## config.mk

```make
export PLATFORM = sky130hd
export DESIGN_NAME = instr_fetch_decode_flat
export DESIGN_NICKNAME = d
export VERILOG_FILES = /design/src/rtl/instr_fetch_decode_if.sv /design/src/rtl/instr_fetch_decode.sv /design/src/flat_wrapper.sv
export SDC_FILE = /design/constraint.sdc
export NUM_CORES = 1
export LEC_CHECK = 0
export ABC_AREA = 1
export BUFFER_PORTS_ARGS = -buffer_cell sky130_fd_sc_hd__buf_2
export CORE_MARGIN = 2
export CORE_UTILIZATION = 61
export CTS_CLUSTER_SIZE = 40
export DETAILED_ROUTE_END_ITERATION = 16
export PLACE_DENSITY_LB_ADDON = 0.2
export SYNTH_ARGS = -nofsm -noshare
export SYNTH_HDL_FRONTEND = slang
export SYNTH_SLANG_ARGS = --single-unit
```

## constraint.sdc

```tcl
create_clock -name clk -period 7.4 [get_ports clk]
set_clock_uncertainty 0.1 [all_clocks]
set_input_delay 1.85 -clock clk [delete_from_list [all_inputs] [get_ports clk]]
set_output_delay 1.85 -clock clk [all_outputs]
set_load 0.05 [all_outputs]
```

## src/rtl/instr_fetch_decode_if.sv

```systemverilog
// Instruction-memory fetch bus between the fetch/decode front end and
// instruction memory.
//
// Handshake: the master raises mem_req with mem_adr and holds both stable
// until the slave returns a one-cycle mem_ack strobe carrying mem_rdata. The
// master lowers mem_req on the edge that samples mem_ack. It never withdraws
// a request early, and it never has more than one request outstanding.
interface instr_fetch_decode_if;
  logic        mem_req;
  logic [31:0] mem_adr;
  logic        mem_ack;
  logic [31:0] mem_rdata;

  modport master (output mem_req, output mem_adr, input mem_ack, input mem_rdata);
  modport slave  (input mem_req, input mem_adr, output mem_ack, output mem_rdata);
endinterface

```

## src/rtl/instr_fetch_decode.sv

```systemverilog
// RV32I fetch/decode front end. Instructions are fetched over a req/ack bus
// into a small FIFO, then decoded and presented one per cycle. The consumer
// can stall the stage with is_busy and redirect it with get_npc/npc.
module instr_fetch_decode #(
  parameter logic [31:0] RESET_PC   = 32'h0000_0000,
  parameter int          FIFO_DEPTH = 2
) (
  input  logic                 clk,
  input  logic                 rst_n,
  instr_fetch_decode_if.master mem,
  input  logic                 is_busy,
  input  logic                 get_npc,
  input  logic [31:0]          npc,
  output logic                 dec_valid,
  output logic [6:0]           opcode,
  output logic [4:0]           rd,
  output logic [2:0]           fun3,
  output logic [4:0]           rs1,
  output logic [4:0]           rs2,
  output logic [6:0]           fun7,
  output logic [31:0]          imm,
  output logic [31:0]          opc,
  output logic                 dbg_state
);

  localparam int PTR_W = (FIFO_DEPTH > 1) ? $clog2(FIFO_DEPTH) : 1;
  localparam logic [PTR_W:0] DEPTH_C = (PTR_W + 1)'(FIFO_DEPTH);

  typedef enum logic {S_IDLE = 1'b0, S_REQ = 1'b1} state_t;

  state_t           state, state_d;
  logic [31:0]      pc, pc_d;
  logic             req_q, req_d;
  logic [31:0]      adr_q, adr_d;
  logic             discard, discard_d;
  logic             push, pop;
  logic [PTR_W-1:0] wr_ptr, rd_ptr;
  logic [PTR_W:0]   count;
  logic [31:0]      fifo_instr [FIFO_DEPTH];
  logic [31:0]      fifo_pc    [FIFO_DEPTH];
  logic [31:0]      head_instr;
  logic [31:0]      instr_q;

  assign mem.mem_req = req_q;
  assign mem.mem_adr = adr_q;
  assign dbg_state   = (state == S_REQ);

  // Sign-extended immediate for each RV32I format; R-type and unknown give 0.
  function automatic logic [31:0] imm_decode(input logic [31:0] i);
    case (i[6:0])
      7'b0000011, 7'b0010011, 7'b1100111: imm_decode = {{20{i[31]}}, i[31:20]};
      7'b0100011: imm_decode = {{20{i[31]}}, i[31:25], i[11:7]};
      7'b1100011: imm_decode = {{19{i[31]}}, i[31], i[7], i[30:25], i[11:8], 1'b0};
      7'b0110111, 7'b0010111: imm_decode = {i[31:12], 12'b0};
      7'b1101111: imm_decode = {{11{i[31]}}, i[31], i[19:12], i[20], i[30:21], 1'b0};
      default: imm_decode = 32'b0;
    endcase
  endfunction

  // Fetch FSM next state: issue only with a free FIFO credit, push on ack
  // unless the response belongs to a request made before a redirect.
  always_comb begin
    state_d   = state;
    pc_d      = pc;
    req_d     = req_q;
    adr_d     = adr_q;
    discard_d = discard;
    push      = 1'b0;
    case (state)
      S_IDLE: begin
        if (!get_npc && (count < DEPTH_C)) begin
          state_d = S_REQ;
          req_d   = 1'b1;
          adr_d   = pc;
        end
      end
      S_REQ: begin
        if (mem.mem_ack) begin
          state_d = S_IDLE;
          req_d   = 1'b0;
          if (discard || get_npc) begin
            discard_d = 1'b0;
          end else begin
            push = 1'b1;
            pc_d = pc + 32'd4;
          end
        end else if (get_npc) begin
          discard_d = 1'b1;
        end
      end
      default: state_d = S_IDLE;
    endcase
    if (get_npc) pc_d = npc;
  end

  // Fetch FSM state and registered bus outputs.
  always_ff @(posedge clk or negedge rst_n) begin
    if (!rst_n) begin
      state   <= S_IDLE;
      pc      <= RESET_PC;
      req_q   <= 1'b0;
      adr_q   <= RESET_PC;
      discard <= 1'b0;
    end else begin
      state   <= state_d;
      pc      <= pc_d;
      req_q   <= req_d;
      adr_q   <= adr_d;
      discard <= discard_d;
    end
  end

  assign pop        = !get_npc && !is_busy && (count != '0);
  assign head_instr = fifo_instr[rd_ptr];

  // FIFO pointers and occupancy; a redirect empties the buffer.
  always_ff @(posedge clk or negedge rst_n) begin
    if (!rst_n) begin
      wr_ptr <= '0;
      rd_ptr <= '0;
      count  <= '0;
    end else if (get_npc) begin
      wr_ptr <= '0;
      rd_ptr <= '0;
      count  <= '0;
    end else begin
      if (push) wr_ptr <= wr_ptr + 1'b1;
      if (pop)  rd_ptr <= rd_ptr + 1'b1;
      case ({push, pop})
        2'b10:   count <= count + 1'b1;
        2'b01:   count <= count - 1'b1;
        default: count <= count;
      endcase
    end
  end

  // FIFO storage: the instruction word together with the PC it came from.
  always_ff @(posedge clk) begin
    if (push) begin
      fifo_instr[wr_ptr] <= mem.mem_rdata;
      fifo_pc[wr_ptr]    <= pc;
    end
  end

  // Decode register: redirect forces NOP, stall holds, otherwise pop or NOP.
  always_ff @(posedge clk or negedge rst_n) begin
    if (!rst_n) begin
      dec_valid <= 1'b0;
      instr_q   <= '0;
      imm       <= '0;
      opc       <= '0;
    end else if (get_npc) begin
      dec_valid <= 1'b0;
      instr_q   <= '0;
      imm       <= '0;
      opc       <= '0;
    end else if (!is_busy) begin
      if (count != '0) begin
        dec_valid <= 1'b1;
        instr_q   <= head_instr;
        imm       <= imm_decode(head_instr);
        opc       <= fifo_pc[rd_ptr];
      end else begin
        dec_valid <= 1'b0;
        instr_q   <= '0;
        imm       <= '0;
        opc       <= '0;
      end
    end
  end

  assign opcode = instr_q[6:0];
  assign rd     = instr_q[11:7];
  assign fun3   = instr_q[14:12];
  assign rs1    = instr_q[19:15];
  assign rs2    = instr_q[24:20];
  assign fun7   = instr_q[31:25];

endmodule
```

## src/flat_wrapper.sv

```systemverilog
// flat-port wrapper written by rule: the top's interface ports become plain ports
module instr_fetch_decode_flat 
#(
  parameter logic [31:0] RESET_PC   = 32'h0000_0000,
  parameter int          FIFO_DEPTH = 2
)
  (clk, rst_n, is_busy, get_npc, npc, dec_valid, opcode, rd, fun3, rs1, rs2, fun7, imm, opc, dbg_state, mem_mem_req, mem_mem_adr, mem_mem_ack, mem_mem_rdata);
  instr_fetch_decode_if mem_i ();
  input  logic clk;
  input  logic rst_n;
  input  logic is_busy;
  input  logic get_npc;
  input  logic [31:0] npc;
  output logic dec_valid;
  output logic [6:0] opcode;
  output logic [4:0] rd;
  output logic [2:0] fun3;
  output logic [4:0] rs1;
  output logic [4:0] rs2;
  output logic [6:0] fun7;
  output logic [31:0] imm;
  output logic [31:0] opc;
  output logic dbg_state;
  output wire logic [$bits(mem_i.mem_req)-1:0] mem_mem_req;
  output wire logic [$bits(mem_i.mem_adr)-1:0] mem_mem_adr;
  input wire logic [$bits(mem_i.mem_ack)-1:0] mem_mem_ack;
  input wire logic [$bits(mem_i.mem_rdata)-1:0] mem_mem_rdata;
  assign mem_mem_req = mem_i.mem_req;
  assign mem_mem_adr = mem_i.mem_adr;
  assign mem_i.mem_ack = mem_mem_ack;
  assign mem_i.mem_rdata = mem_mem_rdata;
  instr_fetch_decode #(.RESET_PC(RESET_PC), .FIFO_DEPTH(FIFO_DEPTH)) u_core (.clk(clk), .rst_n(rst_n), .mem(mem_i), .is_busy(is_busy), .get_npc(get_npc), .npc(npc), .dec_valid(dec_valid), .opcode(opcode), .rd(rd), .fun3(fun3), .rs1(rs1), .rs2(rs2), .fun7(fun7), .imm(imm), .opc(opc), .dbg_state(dbg_state));
endmodule
```

==> flow_summary.yaml, run 1 <==
outcome:
  status: "completed"
critical_path:
  cpPeakStageDelay_ns: 0.98
  cp-start-kind: "primary input"
  end_kind: "flop"
  path_delay_family: "buffers and inverters"
  cp.arrival_ns: 4.60
  worstPathRequired_ns: 7.48
  cp_max_fo: 60
  cp_cell_sequence: "buf_2, clkinv_1, nand2_1, nor2_4, buf_4"
  crit_buf_inv: 3
  crit_type: "in2reg"
  slowest_stage: "clkinv_1"
drt:
  first_iter_violations: 900
  wirelength_mm: 27.9
  wl_per_cell_um: 16.5
  ant_nets: 0
  drc_errors: 0
  dr.pass1.iters: 5
  vias_per_cell: 5.50
  num_vias: 9302
clock_tree:
  root_buffer: "clkbuf_16"
  hold_buffers: 0
  clkLatencyLatePin_ns: 0.53
  cts_setup_buffers: 0
  cts_resized: 0
  clock_sink_count: 296
  htree_levels: 1
  tritoncts: "built"
  clk_pin_slew_worst_paths_ns: 0.06
  cts_buffers: 29
  cts_buffer_depth: 3
grt:
  grt_max_degree: 99
  first_global_vias: 8731
  antenna_found_initial: 0
  grt_usage: 0.264
  grt-ovfl-total: 0
  grt_pass1_wl_mm: 45.3
synthesis:
  synth-edff-count: 128
  synth_cell_type_count: 38
  yosys-top-cells-count: "nand2_1 (439), dfrtp_1 (168), edfxtp_1 (128)"
  synth_warnings: 0
  avgSynthCellArea_um2: 10.1
  yosysMostFrequentCell: "nand2_1"
  synthArstFlopShare: 0.568
  synth_ff_type: "dfrtp_1"
  synthesis.nets: 1288
  synth_top_area_cell: "dfrtp_1"
  syn_area_um2: 12300
  synthCells: 1218
  ys_ff_latch: 296
  synth-seq-area-share: 0.655
  synth_top_area_frac: 0.342
  synthTopCellsByArea: "dfrtp_1 (34%), edfxtp_1 (31%), nand2_1 (13%)"
sta:
  fmax_mhz: 221
  slew_headroom: 0.285
  fin_crit_ns: 4.52
  tightest_slew_ns: 1.07
  tns_ns: 0
  rsz0062_at_grt: "no"
  drv_slew: 0
  setup_viol_count_final: 0
  final_hold_viol_count: 0
  fin_crit_sh: 0.611
floorplanning:
  ios: 200
  die_area_um2: 21300
  die_y_um: 146
  initial_core_util: 0.627
  chipWidth_um: 146
  rows: 51
  core_um2: 19600
min_path:
  hold_class: "reg2reg"
power:
  p_leak_nw: 6.98
  ir_drop_mv: 0.313
  power_density_nw_per_um2: 339
  p_total_mw: 4.87
layout:
  final_net_count: 1474
  syn_to_final_growth_pct: 16.8
  drive_gt1_frac: 0.186
  fill_cells: 1413
  final_cells: 1691
placed_design:
  hpwl_mm: 18.7
  gp_congestion: 0.905
  dp_cells: 1638
  io_buffers: 199
job:
  max_cap_violations: 0
layout make-up:
class / count / area (um2) / share of cell area
clock inverters: 10 / 68.8 / 0.00479
multi-input cells: 784 / 3700 / 0.258
diodes: 1 / 2.50 / 0.000174
inverters: 87 / 327 / 0.0227
clock buffers: 42 / 825 / 0.0574
repair buffers: 206 / 1050 / 0.0735
flip-flops and latches: 296 / 8050 / 0.561
well taps: 265 / 332 / 0.0231
path summary, 6_finish.rpt:
path,startpoint,end,slack (ns),cells after the start
max,get_npc,u_core.fifo_instr[1][13],2.88,5
min,u_core.pc[1],u_core.fifo_pc[1][1],0.37,0
max reg2reg,u_core.rd_ptr,u_core.imm[25],3.76,11
min reg2reg,u_core.pc[1],u_core.fifo_pc[1][1],0.37,0
max in group asynchronous,rst_n,u_core.opc[28],4.50,2
min in group asynchronous,rst_n,u_core.instr_q[15],1.28,1
worst reg2reg max path: cells and delay by family, from the launching register on:
family / cells / cell delay, ns
buffers and inverters: 1 / 0.76
and+or+nand+nor: 10 / 2.34
DFF: 1 / 0.41
metal layers:
metal | global-route usage | share of wire | up-vias
met3 | 0.0342 | 0.080 | 49
met4 | 0.0725 | 0.021 | 0
met2 | 0.426 | 0.47 | 415
li1 | - | - | 4404
met1 | 0.386 | 0.43 | 4434
met5 | 0 | 0 | -
metrics by stage:
stage / area [um2] / setup slack (ns) / hold WS, ns / util
final: 14400 / 2.88 / 0.365 / 0.733
after CTS: 14400 / 2.93 / 0.367 / 0.733
after detailed placement: 13500 / 2.39 / 0.353 / 0.687
after global routing: 14400 / 2.60 / 0.374 / 0.733
after floorplan: 12300 / 1.74 / 0.342 / -
after global placement: 13500 / 2.47 / 0.351 / 0.687
layout by cell type, fill, tap and decap left out, drive strengths merged, types with 7 or more instances in the layout:
cell and count:
nand3 79, a21oi 7, dfrtp 168, o21ai 106, edfxtp 128, inv 86, a22o 17, nand2 441
buf 206, clkbuf 42, nand4 7, nor2 60, o211ai 8, clkinv 10, mux2i 32, nor3 9
report_power, final:
part           total (mW)  switching (mW)  leakage (nW)  internal (mW)
clock                1.37           0.570         0.440          0.800
sequential           2.13           0.165          3.36           1.96
combinational        1.37            1.06          3.18          0.310
total                4.87            1.79          6.98           3.07
logic make-up after synthesis:
kind of cell / synth area share
AO/OA/AOI/OAI: 0.0682
XOR/XNOR: 0.00428
adder cells (fa/ha/maj): 0.00102
buffers and inverters: 0.0470
flip-flops: 0.655
multiplexers: 0.0261
AND/OR/NAND/NOR: 0.199
flip-flops by register name, summed over array words and instances, names as in the netlist:
signal / count
u_core.fifo_instr: 64
u_core.fifo_pc: 64
u_core.imm: 32
u_core.instr_q: 32
u_core.mem.mem_adr: 32
u_core.opc: 32
u_core.pc: 32
u_core.count: 2
u_core.dbg_state: 1
u_core.dec_valid: 1
u_core.discard: 1
u_core.mem.mem_req: 1
u_core.rd_ptr: 1
u_core.wr_ptr: 1
Note: power is estimated with default switching activity, not from simulation.
==> inputs of run 2 (changes only) <==
- CORE_UTILIZATION: 61 -> 51
- clock period: 7.4 -> 4.16 ns (I/O delays scaled with it)
==> flow_summary.yaml, run 2 (same netlist as run 1, synthesis figures left out) <==
floorplanning:
  die_area_um2: 25400
  initial_core_util: 0.522
  core_um2: 23500
  die_y_um: 159
  chipWidth_um: 159
  ios: 200
  rows: 56
grt:
  antenna_found_initial: 1
  grt_pass1_wl_mm: 46.9
  grt-ovfl-total: 0
  first_global_vias: 8762
  grt_max_degree: 98
  grt_usage: 0.231
sta:
  setup_viol_count_final: 0
  fin_crit_sh: 0.765
  tns_ns: 0
  rsz0062_at_grt: "no"
  final_hold_viol_count: 0
  slew_headroom: 0.409
  fmax_mhz: 314
  whs_ns: 0.371
  fin_crit_ns: 3.18
  tightest_slew_ns: 0.883
  drv_slew: 0
drt:
  dr.pass1.iters: 7
  vias_per_cell: 5.22
  drc_errors: 0
  first_iter_violations: 726
  wl_per_cell_um: 16.7
  num_vias: 9156
  ant_nets: 0
  wirelength_mm: 29.2
clock_tree:
  cts_resized: 0
  tritoncts: "built"
  cts_setup_buffers: 0
  root_buffer: "clkbuf_16"
  clk_pin_slew_worst_paths_ns: 0.06
  clkLatencyLatePin_ns: 0.56
  clock_sink_count: 296
  cts_buffer_depth: 3
  hold_buffers: 0
  cts_buffers: 30
  htree_levels: 1
power:
  ir_drop_mv: 0.497
  power_density_nw_per_um2: 609
  p_leak_nw: 7.06
layout:
  layout.cells.most_common: "nand2_1"
  drive_gt1_frac: 0.192
  final_cell_mix: "nand2_1 (439), buf_2 (198), dfrtp_1 (167), edfxtp_1 (128), o21ai_0 (106)"
  final_cells: 1755
  fin_util: 0.621
  top_regs: "u_core.fifo_instr: 64 flops, u_core.fifo_pc: 64 flops"
  syn_to_final_growth_pct: 18.9
  final_net_count: 1481
critical_path:
  cp_cell_sequence: "inv_2, nand2_1, nand2_1, nor2_1, nand3_1, nand3_2, nor2_4, nor2_8, nand2_1, nand2_1"
  path_delay_family: "simple AND/OR/NAND/NOR gates"
  cp-start-kind: "flop"
  worstPathRequired_ns: 4.54
  critPathMostFrequentCell: "nand2_1"
  cp.arrival_ns: 3.56
  cpPeakStageDelay_ns: 0.71
  r2r_cells: 10
  slowest_stage: "dfrtp_4"
  cp_max_fo: 39
  end_kind: "flop"
  crit_buf_inv: 1
  crit_type: "reg2reg"
  cp_num_cells: 10
min_path:
  hold_depth: 2
  hold_class: "reg2reg"
job:
  max_cap_violations: 0
outcome:
  status: "completed"
placed_design:
  dp_cells: 1698
  io_buffers: 199
  hpwl_mm: 19.3
  gp_congestion: 0.907
run 2: final cells by class:
cell class | instances | area [um2]
Sequential cell | 296 | 8050
Antenna cell | 1 | 2.50
Inverter | 87 | 327
Clock inverter | 21 | 186
Multi-Input combinational cell | 784 | 3700
Timing Repair Buffer | 212 | 1150
Fill cell | 2015 | 8930
Clock buffer | 35 | 800
Tap cell | 319 | 399
run 2: worst register-to-register path: cells and delay by family, from the launching register on:
kind / cells / cell delay [ns]
and+or+nand+nor: 9 / 1.88
DFF: 1 / 0.71
buffers and inverters: 1 / 0.41
run 2: final timing paths:
kind,start,end,slack [ns]
max,u_core.rd_ptr,u_core.imm[1],0.98
min,u_core.imm[16],u_core.imm[16],0.37
max reg2reg,u_core.rd_ptr,u_core.imm[1],0.98
min reg2reg,u_core.imm[16],u_core.imm[16],0.37
max in group asynchronous,rst_n,u_core.opc[25],2.66
min in group asynchronous,rst_n,u_core.instr_q[15],0.43
run 2: metrics by stage:
| step | cell area (um2) | worst slack [ns] | power (mW) |
|---|---|---|---|
| 3_5_place_dp | 13600 | 0.815 | 6.30 |
| 3_3_place_gp | 13600 | 0.887 | 6.25 |
| 2_1_floorplan | 12300 | 0.378 | 5.59 |
| 4_1_cts | 14600 | 0.957 | 8.96 |
| 5_1_grt | 14600 | 0.631 | 9.30 |
| 6_report | 14600 | 0.980 | 8.89 |
run 2: report_power, final:
part | internal [mW] | switching [mW] | leakage, nW | total, mW
sequential | 3.49 | 0.332 | 3.36 | 3.82
combinational | 0.560 | 1.85 | 3.22 | 2.41
clock | 1.55 | 1.10 | 0.486 | 2.66
run 2: per-layer routing:
layer / track usage / up-vias / wire length [um]
li1: - / 4431 / -
met1: 0.317 / 4330 / 12600
met2: 0.382 / 349 / 13800
met3: 0.0432 / 44 / 2220
met4: 0.0640 / 2 / 533
met5: 0 / - / 13
